[config.mk]
export PLATFORM = sky130hd
export DESIGN_NAME = seq_divider
export DESIGN_NICKNAME = d
export VERILOG_FILES = /design/src/rtl/seq_divider.sv
export SDC_FILE = /design/constraint.sdc
export NUM_CORES = 1
export LEC_CHECK = 0
export ABC_AREA = 1
export CAP_MARGIN = 5
export CORE_UTILIZATION = 50
export DETAILED_ROUTE_END_ITERATION = 10
export GPL_TIMING_DRIVEN = 1
export PLACE_DENSITY_LB_ADDON = 0.3
export SLEW_MARGIN = 30
export SYNTH_ARGS = -nofsm -noshare
export SYNTH_HDL_FRONTEND = slang
export SYNTH_SLANG_ARGS = --single-unit
[constraint.sdc]
create_clock -name CLK -period 19 [get_ports CLK]
set_input_delay 4.75 -clock CLK [delete_from_list [all_inputs] [get_ports CLK]]
set_output_delay 4.75 -clock CLK [all_outputs]
set_load 0.005 [all_outputs]
[src/rtl/seq_divider.sv]
// Sequential restoring divider: one quotient bit per enabled cycle on operand magnitudes,
// with sign fix-up, divide-by-zero and signed-overflow handling on entry to FIN.
module seq_divider #(
  parameter int unsigned WIDTH  = 32,
  parameter int unsigned SIGNED = 1
) (
  input  logic             CLK,
  input  logic             SCLR,
  input  logic             CE,
  input  logic             START,
  input  logic [WIDTH-1:0] DIVIDEND,
  input  logic [WIDTH-1:0] DIVISOR,
  output logic             BUSY,
  output logic             DONE,
  output logic [WIDTH-1:0] QUOTIENT,
  output logic [WIDTH-1:0] FRACTIONAL,
  output logic             DIV_BY_ZERO
);

  localparam int unsigned CntW = (WIDTH > 1) ? $clog2(WIDTH) : 1;

  typedef enum logic [1:0] {StIdle, StCalc, StFin} state_e;

  state_e           state;
  logic [CntW-1:0]  cnt;
  logic [WIDTH-1:0] rem;
  logic [WIDTH-1:0] quo;
  logic [WIDTH-1:0] dvs;
  logic             q_neg;
  logic             r_neg;

  logic             neg_a, neg_b;
  logic [WIDTH-1:0] mag_a, mag_b;
  logic [WIDTH:0]   shifted, diff;
  logic             take;
  logic [WIDTH-1:0] rem_nxt, quo_nxt, fin_q, fin_r;

  always_comb begin
    neg_a   = (SIGNED != 0) && DIVIDEND[WIDTH-1];
    neg_b   = (SIGNED != 0) && DIVISOR[WIDTH-1];
    mag_a   = neg_a ? -DIVIDEND : DIVIDEND;
    mag_b   = neg_b ? -DIVISOR : DIVISOR;
    // Partial remainder stays below the divisor, so the borrow bit alone decides the step.
    shifted = {rem, quo[WIDTH-1]};
    diff    = shifted - {1'b0, dvs};
    take    = ~diff[WIDTH];
    rem_nxt = take ? diff[WIDTH-1:0] : shifted[WIDTH-1:0];
    quo_nxt = {quo[WIDTH-2:0], take};
    fin_q   = q_neg ? -quo_nxt : quo_nxt;
    fin_r   = r_neg ? -rem_nxt : rem_nxt;
  end

  always_ff @(posedge CLK or posedge SCLR) begin
    if (SCLR) begin
      state       <= StIdle;
      cnt         <= '0;
      rem         <= '0;
      quo         <= '0;
      dvs         <= '0;
      q_neg       <= 1'b0;
      r_neg       <= 1'b0;
      BUSY        <= 1'b0;
      DONE        <= 1'b0;
      QUOTIENT    <= '0;
      FRACTIONAL  <= '0;
      DIV_BY_ZERO <= 1'b0;
    end else if (CE) begin
      case (state)
        StIdle, StFin: begin
          if (START) begin
            if (DIVISOR == '0) begin
              state       <= StFin;
              DONE        <= 1'b1;
              QUOTIENT    <= '1;
              FRACTIONAL  <= DIVIDEND;
              DIV_BY_ZERO <= 1'b1;
            end else begin
              state <= StCalc;
              BUSY  <= 1'b1;
              DONE  <= 1'b0;
              cnt   <= '0;
              rem   <= '0;
              quo   <= mag_a;
              dvs   <= mag_b;
              q_neg <= neg_a ^ neg_b;
              r_neg <= neg_a;
            end
          end else begin
            state <= StIdle;
            DONE  <= 1'b0;
          end
        end
        StCalc: begin
          rem <= rem_nxt;
          quo <= quo_nxt;
          cnt <= cnt + 1'b1;
          if (cnt == CntW'(WIDTH - 1)) begin
            state       <= StFin;
            BUSY        <= 1'b0;
            DONE        <= 1'b1;
            QUOTIENT    <= fin_q;
            FRACTIONAL  <= fin_r;
            DIV_BY_ZERO <= 1'b0;
          end
        end
        default: state <= StIdle;
      endcase
    end
  end

endmodule

# Yosys cells after proc, flatten, opt, wreduce, memory -nomap -nowiden
# Cells that the tools add are included.
# op_classes
n_mux	37
n_reduce_logical	10
n_eq_ne	7
add_sub_neg	6
n_bitwise	3
# ops
cell	count
32-bit two-way mux	15
32-bit one-hot mux with 2 select lines	4
32-bit negator	4
33-bit by 32-bit subtractor with 33-bit output	1
32-bit logical NOT	1
5-bit two-way mux	2
5-bit one-hot mux with 2 select lines	1
5-bit AND reduction	2
1-bit two-way mux	8
2-bit inequality test, second input constant	4
4-bit AND reduction	2
2-bit two-way mux	3
1-bit one-hot mux with 2 select lines	3
5-bit by 1-bit adder with 5-bit output, second input constant	1
5-bit == test, second input constant	1
2-bit one-hot mux with 2 select lines	1
3-bit AND reduction	1
2-bit by 1-bit == test with 1-bit output, second input constant	1
2-bit == test, second input constant	1
2-bit logical NOT	1
1-bit NOT	2
2-bit AND reduction	1
2-bit nonzero test	1
2-bit OR reduction	1
1-bit XOR	1
# word_totals
regBits	172

# Depth between registers and ports, before layout
# Gate-level depths: netlist of run 1.
# logic_depth
depth_word	6
mapped_depth	32

# Least setup slack after synthesis of run 1
# No wires, ideal clock.
# synth_path
path_type	input-to-reg
start	in DIVISOR[1]
end	reg QUOTIENT[22]
t_arrival_ns	6.698
cell_stages	17
setup_slack_ns	12.183
setup_time_ns	0.119
required_time_ns	18.881
n_path_buf	1
cell_sequence	inv_1 > ha_1 > inv_1 > nor3_2 > nand3_1 > nand3b_1 > nor4_2 > nand2_1 > nand2_1 > nand2_1 > inv_1 > nand2_1 > inv_1 > buf_2 > o21ai_1 > o22ai_1 > inv_1
# synth_via
elab_chain_len	3
# synth_rtl
item	line	rtl
start: declaration	12	input logic [WIDTH-1:0] DIVISOR,
32-bit logical NOT	71	if (DIVISOR == '0) begin
2-bit inequality test (no line)	n/a	
5-bit AND reduction (no line)	n/a	
end signal: assignment	101	QUOTIENT <= fin_q;
end: declaration	15	output logic [WIDTH-1:0] QUOTIENT,
# No other way between the ends.
# A chain may end at the register's enable or synchronous reset.

# Worst setup path in the final report of run 1
# layout_path
start	in DIVISOR[31]
end	reg QUOTIENT[11]
# The elaborated chain is that of the path after synthesis.

==> results of run 1 <==
-- metal layers --
metal  up-vias  wire [µm]
li1       7048          -
met1      6681      20000
met2       608      19300
met3        96       3030
met4         2       1440
met5         -         13
-- placed cells by master (no fill, tap or decap), types with 4 or more instances in the layout --
master / Yosys / final
nand3b_1: 10 / 10
o21ai_1: 10 / 10
xnor2_1: 12 / 12
nor2_1: 216 / 214
inv_8: 0 / 5
xor2_1: 26 / 26
nand3_2: 4 / 5
nand2_2: 33 / 33
nor2_4: 4 / 6
dfrtp_1: 172 / 171
nand3_1: 151 / 150
buf_4: 2 / 10
clkinv_4: 0 / 4
inv_1: 302 / 300
a21oi_1: 97 / 97
o21ai_0: 164 / 164
or2_2: 4 / 4
nand2_1: 662 / 662
clkdlybuf4s50_1: 0 / 134
nand4_1: 12 / 12
nor3_1: 23 / 23
o211ai_1: 9 / 9
clkbuf_16: 0 / 17
nor2_2: 14 / 14
inv_2: 4 / 5
nor4_1: 11 / 11
o31ai_1: 6 / 6
o22ai_1: 24 / 24
nand2_4: 10 / 10
ha_1: 38 / 38
a31oi_1: 24 / 24
-- registers in the layout, summed over array words and instances, names as in the netlist --
name / cells
rem: 32
BUSY: 1
q_neg: 1
FRACTIONAL: 32
quo: 32
QUOTIENT: 32
r_neg: 1
DIV_BY_ZERO: 1
cnt: 5
dvs: 32
DONE: 1
state: 2
-- cells by family (layout without fill, tap and decap cells) --
group / after synthesis / in the layout / synth area share [%]
compound gates: 351 / 351 / 14.1
simple gates: 1166 / 1166 / 36.9
xor+xnor: 38 / 38 / 2.44
flops: 172 / 172 / 31.6
buf+inv: 381 / 484 / 11.2
fa+ha+maj: 39 / 39 / 3.64
mux: 1 / 1 / 0.0735
-- power groups by stage --
| stage | Sequential [µW] | Combinational, µW | Clock [µW] |
|---|---|---|---|
| 3_5_place_dp | 664 | 2240 | 0 |
| 3_3_place_gp | 663 | 2210 | 0 |
| 5_1_grt | 680 | 2560 | 371 |
| 2_1_floorplan | 617 | 1670 | 0 |
| 6_report | 664 | 2290 | 356 |
| 4_1_cts | 660 | 2250 | 358 |
-- per-stage QoR --
step | area (µm²) | utilization [%] | total power (µW) | worst slack [ns]
2_1_floorplan | 13600 | - | 2290 | 9.59
5_1_grt | 15700 | 58.5 | 3610 | 10.34
4_1_cts | 15700 | 58.4 | 3270 | 10.72
3_5_place_dp | 15100 | 56.2 | 2910 | 10.27
6_report | 15700 | 58.5 | 3310 | 10.63
3_3_place_gp | 15100 | 56.2 | 2870 | 10.47
-- tightest hold or removal path: cells and delay by family (launching register included) --
family	cells	cell delay (ns)
DFF	1	0.35
and+or+nand+nor	2	0.11
-- path summary, 6_finish.rpt --
check / endpoint / start / cells after the start
max in group asynchronous: dvs[18] / SCLR / 3
worst min-delay path: QUOTIENT[13] / QUOTIENT[13] / 2
worst min register to register: QUOTIENT[13] / QUOTIENT[13] / 2
min in group asynchronous: FRACTIONAL[5] / SCLR / 2
worst max register to register: QUOTIENT[28] / quo[31] / 30
worst max-delay path: QUOTIENT[11] / DIVISOR[31] / 14
-- area by class of cell --
| class | count | area [µm²] | area share (%) |
|---|---|---|---|
| Clock inverter | 14 | 153 | 0.971 |
| Multi-Input combinational cell | 1595 | 7810 | 49.7 |
| Timing Repair Buffer | 144 | 1420 | 9.01 |
| Sequential cell | 172 | 4310 | 27.4 |
| Tap cell | 341 | 427 | 2.71 |
| Clock buffer | 18 | 439 | 2.79 |
| Inverter | 308 | 1160 | 7.40 |
==> key figures, run 1 <==
Status
  – Status: finished, violations left
  – Failing checks: design-rule violations

Pwr
  – Clock power frac: a little over a tenth
  – Switching fraction of total power: between 50% and 60%
  – Peak VDD IR: 128 µV
  – Int Power: 1450 µW
  – Power Dens Cells: about 210 nW/µm²
  – Switch Pwr: between 1500 and 2000 µW
  – Comb power frac: around 69%
  – Leakage power: 0.00788 µW
  – Sequential power share: about a fifth

Worst setup path
  – Crit. End Element: flop
  – CP Buf/Inv Count: 5
  – Crit Path Max Fanout: 45
  – Slowest library cell on the worst path: clkdlybuf4s50_1
  – Crit path required time: 19.33 ns
  – Arrival time worst endpoint: between 8 and 9 ns
  – WS Path Type: in2reg
  – Most common cell on crit path: nand2_1
  – R2R setup slack: around 14 ns
  – CP top delay family: buffers and inverters
  – Worst path max stage delay: 0.87 ns
  – CP Cell Sequence: clkdlybuf4s50_1, inv_1, nand3_1, nor4_2, nand2_1, nand2_1, nand2_1, buf_4, inv_2, nand2_1, inv_1, o21ai_0, a21oi_1, nor2_1
  – Crit path launch type: primary input

Synth
  – Synthesized area per cell: about 6.3 µm²
  – Top cell type's share of synthesized area: between 30% and 40%
  – Seq/Total Area, Yosys: 31.6%
  – Synth Warn #: 0
  – Top_reg_cell synth: dfrtp_1
  – Ys async rst share: 100%
  – #FFs+latches synth: 172
  – Synth area leader: dfrtp_1
  – Synthesized cell area: roughly 14000 µm²
  – Distinct cells, synth: between 50 and 60
  – Commonest cells in the netlist: 662 x nand2_1, 302 x inv_1, 216 x nor2_1, 172 x dfrtp_1, 164 x o21ai_0
  – Synthesized instance count: approximately 2100
  – Syn nets: ~2300
  – Top cells by area, synth: dfrtp_1 32%, nand2_1 18%, inv_1 8.3%
  – Most frequent cell after synthesis: nand2_1
  – Number of synthesized flops with an enable pin: 0

Timing
  – Fin. Hold Viols: 0
  – Min Tclk post-route: 8.37 ns
  – Clock Skews: about 0.017 ns
  – Hold slack: a little under 0.5 ns
  – Setup-failing EPs final: 0
  – Tightest Pin Transition: slightly below 0.9 ns
  – Rel. slew slack: between 40% and 50%
  – Final Max Tran Viols: 0
  – Final Cycle Share: between 40% and 50%
  – RSZ-0062 raised after global routing: no
  – Fmax: between 0.1 and 0.15 GHz
  – Final setup TNS: 0 ns

Layout
  – Layout cells sized above 1: about 6%
  – Layout Cells excl Fill: 2592
  – Layout area overhead: 15.3%
  – Nets: ~2300
  – Filler cell count: roughly 2700
  – # diodes: 0

Clock tree
  – CTS hold repair buffers: 0
  – Post-CTS setup buffer count: 0
  – Post-cts sizing count: 0
  – Clk sinks: approximately 170
  – Clk slew on worst S/H paths: ~0.080 ns
  – Clock buffer depth: 2
  – CTS root buffer: clkbuf_16
  – TritonCTS Buffers: 17
  – H-tree Lvls: 4
  – CTS tree: built
  – Clk_lat worst skew: between 0.4 and 0.5 ns

Die
  – Die H: ~170 µm
  – Die X: 167 µm
  – I/O pin count: around 140
  – CORE AREA: around 27000 µm²
  – Row cnt: 60
  – Die Area: roughly 28000 µm²
  – Starting Density: just over 50%

Global route
  – Met3 Use GR: around 4.2%
  – Met1 Use GR: 45.7%
  – Antenna violations before repair: 1
  – Grt peak-use layer: met2
  – Largest net degree at the start of global routing: between 100 and 150
  – Met2 usage: slightly below 50%
  – Gr ovfl total: 0
  – Global-route wire length before repair: slightly above 70 mm
  – Number of global-route vias before repair: ~13000
  – Total track usage: about 32%

Drt
  – Final ANT Viol Nets: 0
  – DRC Markers: 1
  – WL/cell: roughly 17 µm
  – Vias: 14435
  – Via density: roughly 5.6
  – WL final: ~44 mm
  – Drt first pass iters: 11
  – Initial DRC Count: around 1600

Worst hold path
  – Hold WC Path Type: reg2reg

Place
  – DP HPWL: 33.3 mm
  – Cells after DPL: 2560
  – IO buf count: roughly 130
  – Gp weighted congestion: about 0.98

Flow run
  – Max-cap viol count: 0
Power figures use the tool's default switching activity.
==> run 2, diff against run 1 <==
Clock period 19 ns to 7.3 ns, I/O delays scaled along.
==> key figures, run 2 (synthesis gave the netlist of run 1 again) <==
Status
  – Status: finished, violations left
  – Failing checks: design-rule violations

Layout
  – # diodes: 0
  – Filler cell count: 2637
  – Most frequent cells in the layout: 662 x nand2_1, 300 x inv_1, 214 x nor2_1, 172 x dfrtp_1, 164 x o21ai_0
  – Layout cells sized above 1: 6.08%
  – Commonest non-fill, non-tap cell in the layout: nand2_1
  – Multi-input logic area: between 7000 and 8000 µm²
  – Layout area overhead: 15.6%
  – Nets: approximately 2400
  – Fin area: roughly 16000 µm²
  – FF/Latch Area: 4300 µm²

Worst hold path
  – Hold WC Path Type: reg2reg
  – Hold wc startpoint: dvs[14]

Global route
  – Antenna violations before repair: 0
  – Global-route wire length before repair: 70.7 mm
  – Total track usage: 32.1%
  – Number of global-route vias before repair: about 13000
  – Largest net degree at the start of global routing: 90
  – Gr ovfl total: 0

Worst setup path
  – Arrival time worst endpoint: 5.53 ns
  – RR Startpoint: rem[18]
  – Crit path required time: about 7.7 ns
  – Setup crit end: QUOTIENT[28]
  – Most common cell on crit path: nand2_1
  – WS Path Type: reg2reg
  – Setup crit start: rem[18]
  – R2R setup slack: 2.16 ns
  – Reg2reg path depth: 27
  – R2R Path End: QUOTIENT[28]
  – Slowest library cell on the worst path: dfrtp_1
  – Crit path launch type: flop
  – Crit. End Element: flop
  – Crit Path Max Fanout: 36
  – Worst path max stage delay: between 0.4 and 0.5 ns

Timing
  – Final Max Tran Viols: 0
  – Final Cycle Share: between 70% and 80%
  – Setup WS post-layout: around 2.2 ns
  – Fin. Hold Viols: 0
  – Min Tclk post-route: roughly 5.1 ns
  – Tightest Pin Transition: 0.847 ns
  – RSZ-0062 raised after global routing: no
  – Fmax: a little under 0.2 GHz
  – Clock Skews: 0.0198 ns
  – Final setup TNS: 0 ns
  – Setup-failing EPs final: 0
  – Rel. slew slack: between 40% and 50%

Die
  – Die X: roughly 170 µm
  – Starting Density: about half
  – Row cnt: 60
  – Die H: 167 µm
  – Die Area: approximately 28000 µm²
  – CORE AREA: 26900 µm²
  – I/O pin count: 135

Clock tree
  – CTS hold repair buffers: 0
  – Clk_lat worst skew: between 0.4 and 0.5 ns
  – Post-cts sizing count: 0
  – TritonCTS Buffers: 17
  – Clk slew on worst S/H paths: ~0.09 ns
  – CTS tree: built
  – CTS root buffer: clkbuf_16
  – Clk sinks: ~170
  – H-tree Lvls: 4
  – Post-CTS setup buffer count: 0
  – Clock buffer depth: 2

Place
  – Pre-CTS setup slack: just under 2 ns
  – DP HPWL: approximately 33 mm
  – Gp weighted congestion: 0.957
  – IO buf count: 134
  – Cell area after placement: roughly 15000 µm²

Drt
  – Initial DRC Count: around 1400
  – Drt first pass iters: 10
  – Via density: between 5 and 6
  – WL final: 43.4 mm
  – Final ANT Viol Nets: 0
  – WL/cell: ~17 µm
  – DRC Markers: 1
  – Vias: approximately 14000

Flow run
  – Max-cap viol count: 0

Pwr
  – Leakage power: approximately 0.0079 µW
  – Peak VDD IR: 354 µV
  – Power Dens Cells: 547 nW/µm²
-- run 2: worst min path at each step --
| stage | end | slack, ns | cells past startpoint |
|---|---|---|---|
| after floorplan | dvs[31] | 0.45 | 2 |
| after global placement | cnt[4] | 0.46 | 2 |
| after detailed placement | QUOTIENT[13] | 0.47 | 2 |
| after CTS | QUOTIENT[13] | 0.49 | 2 |
| after global routing | dvs[2] | 0.51 | 2 |
| final | dvs[14] | 0.49 | 2 |
-- run 2: critical path: cells and delay by family, from the launching register on --
kind,cells,cell delay [ns]
AO/OA/AOI/OAI,5,0.72
adder cells (fa/ha/maj),2,0.66
buffers and inverters,3,0.18
flip-flops,1,0.48
AND/OR/NAND/NOR,17,3.02
-- run 2: metal layers --
| layer | track usage [%] | vias to the layer above | part of all wire, % |
|---|---|---|---|
| met5 | 0 | - | 0 |
| met4 | 11.4 | 0 | 3.0 |
| met3 | 3.75 | 81 | 7.0 |
| met2 | 50.5 | 625 | 45 |
| met1 | 45.5 | 6671 | 45 |
| li1 | - | 7046 | - |
-- run 2: cell type report --
class / count / share of cell area [%]
clock buffer: 17 / 2.70
clock inverter: 14 / 0.977
tap: 341 / 2.71
sequential: 172 / 27.3
inverter: 308 / 7.37
timing repair buffer: 149 / 9.31
multi-input combinational: 1595 / 49.6
-- run 2: metrics by stage --
stage               hold WS (ns)  total power [µW]  utilization [%]  cells
floorplan                  0.446              5960                -   2148
global placement           0.465              7460             56.4   2565
detailed placement         0.470              7590             56.4   2565
CTS                        0.489              8530             58.6   2596
global route               0.512              9420             58.6   2596
finish                     0.485              8620             58.6   2596
-- run 2: power by group --
part	switching, µW	internal, µW
clock network	451	456
logic	4040	1970
registers	356	1350
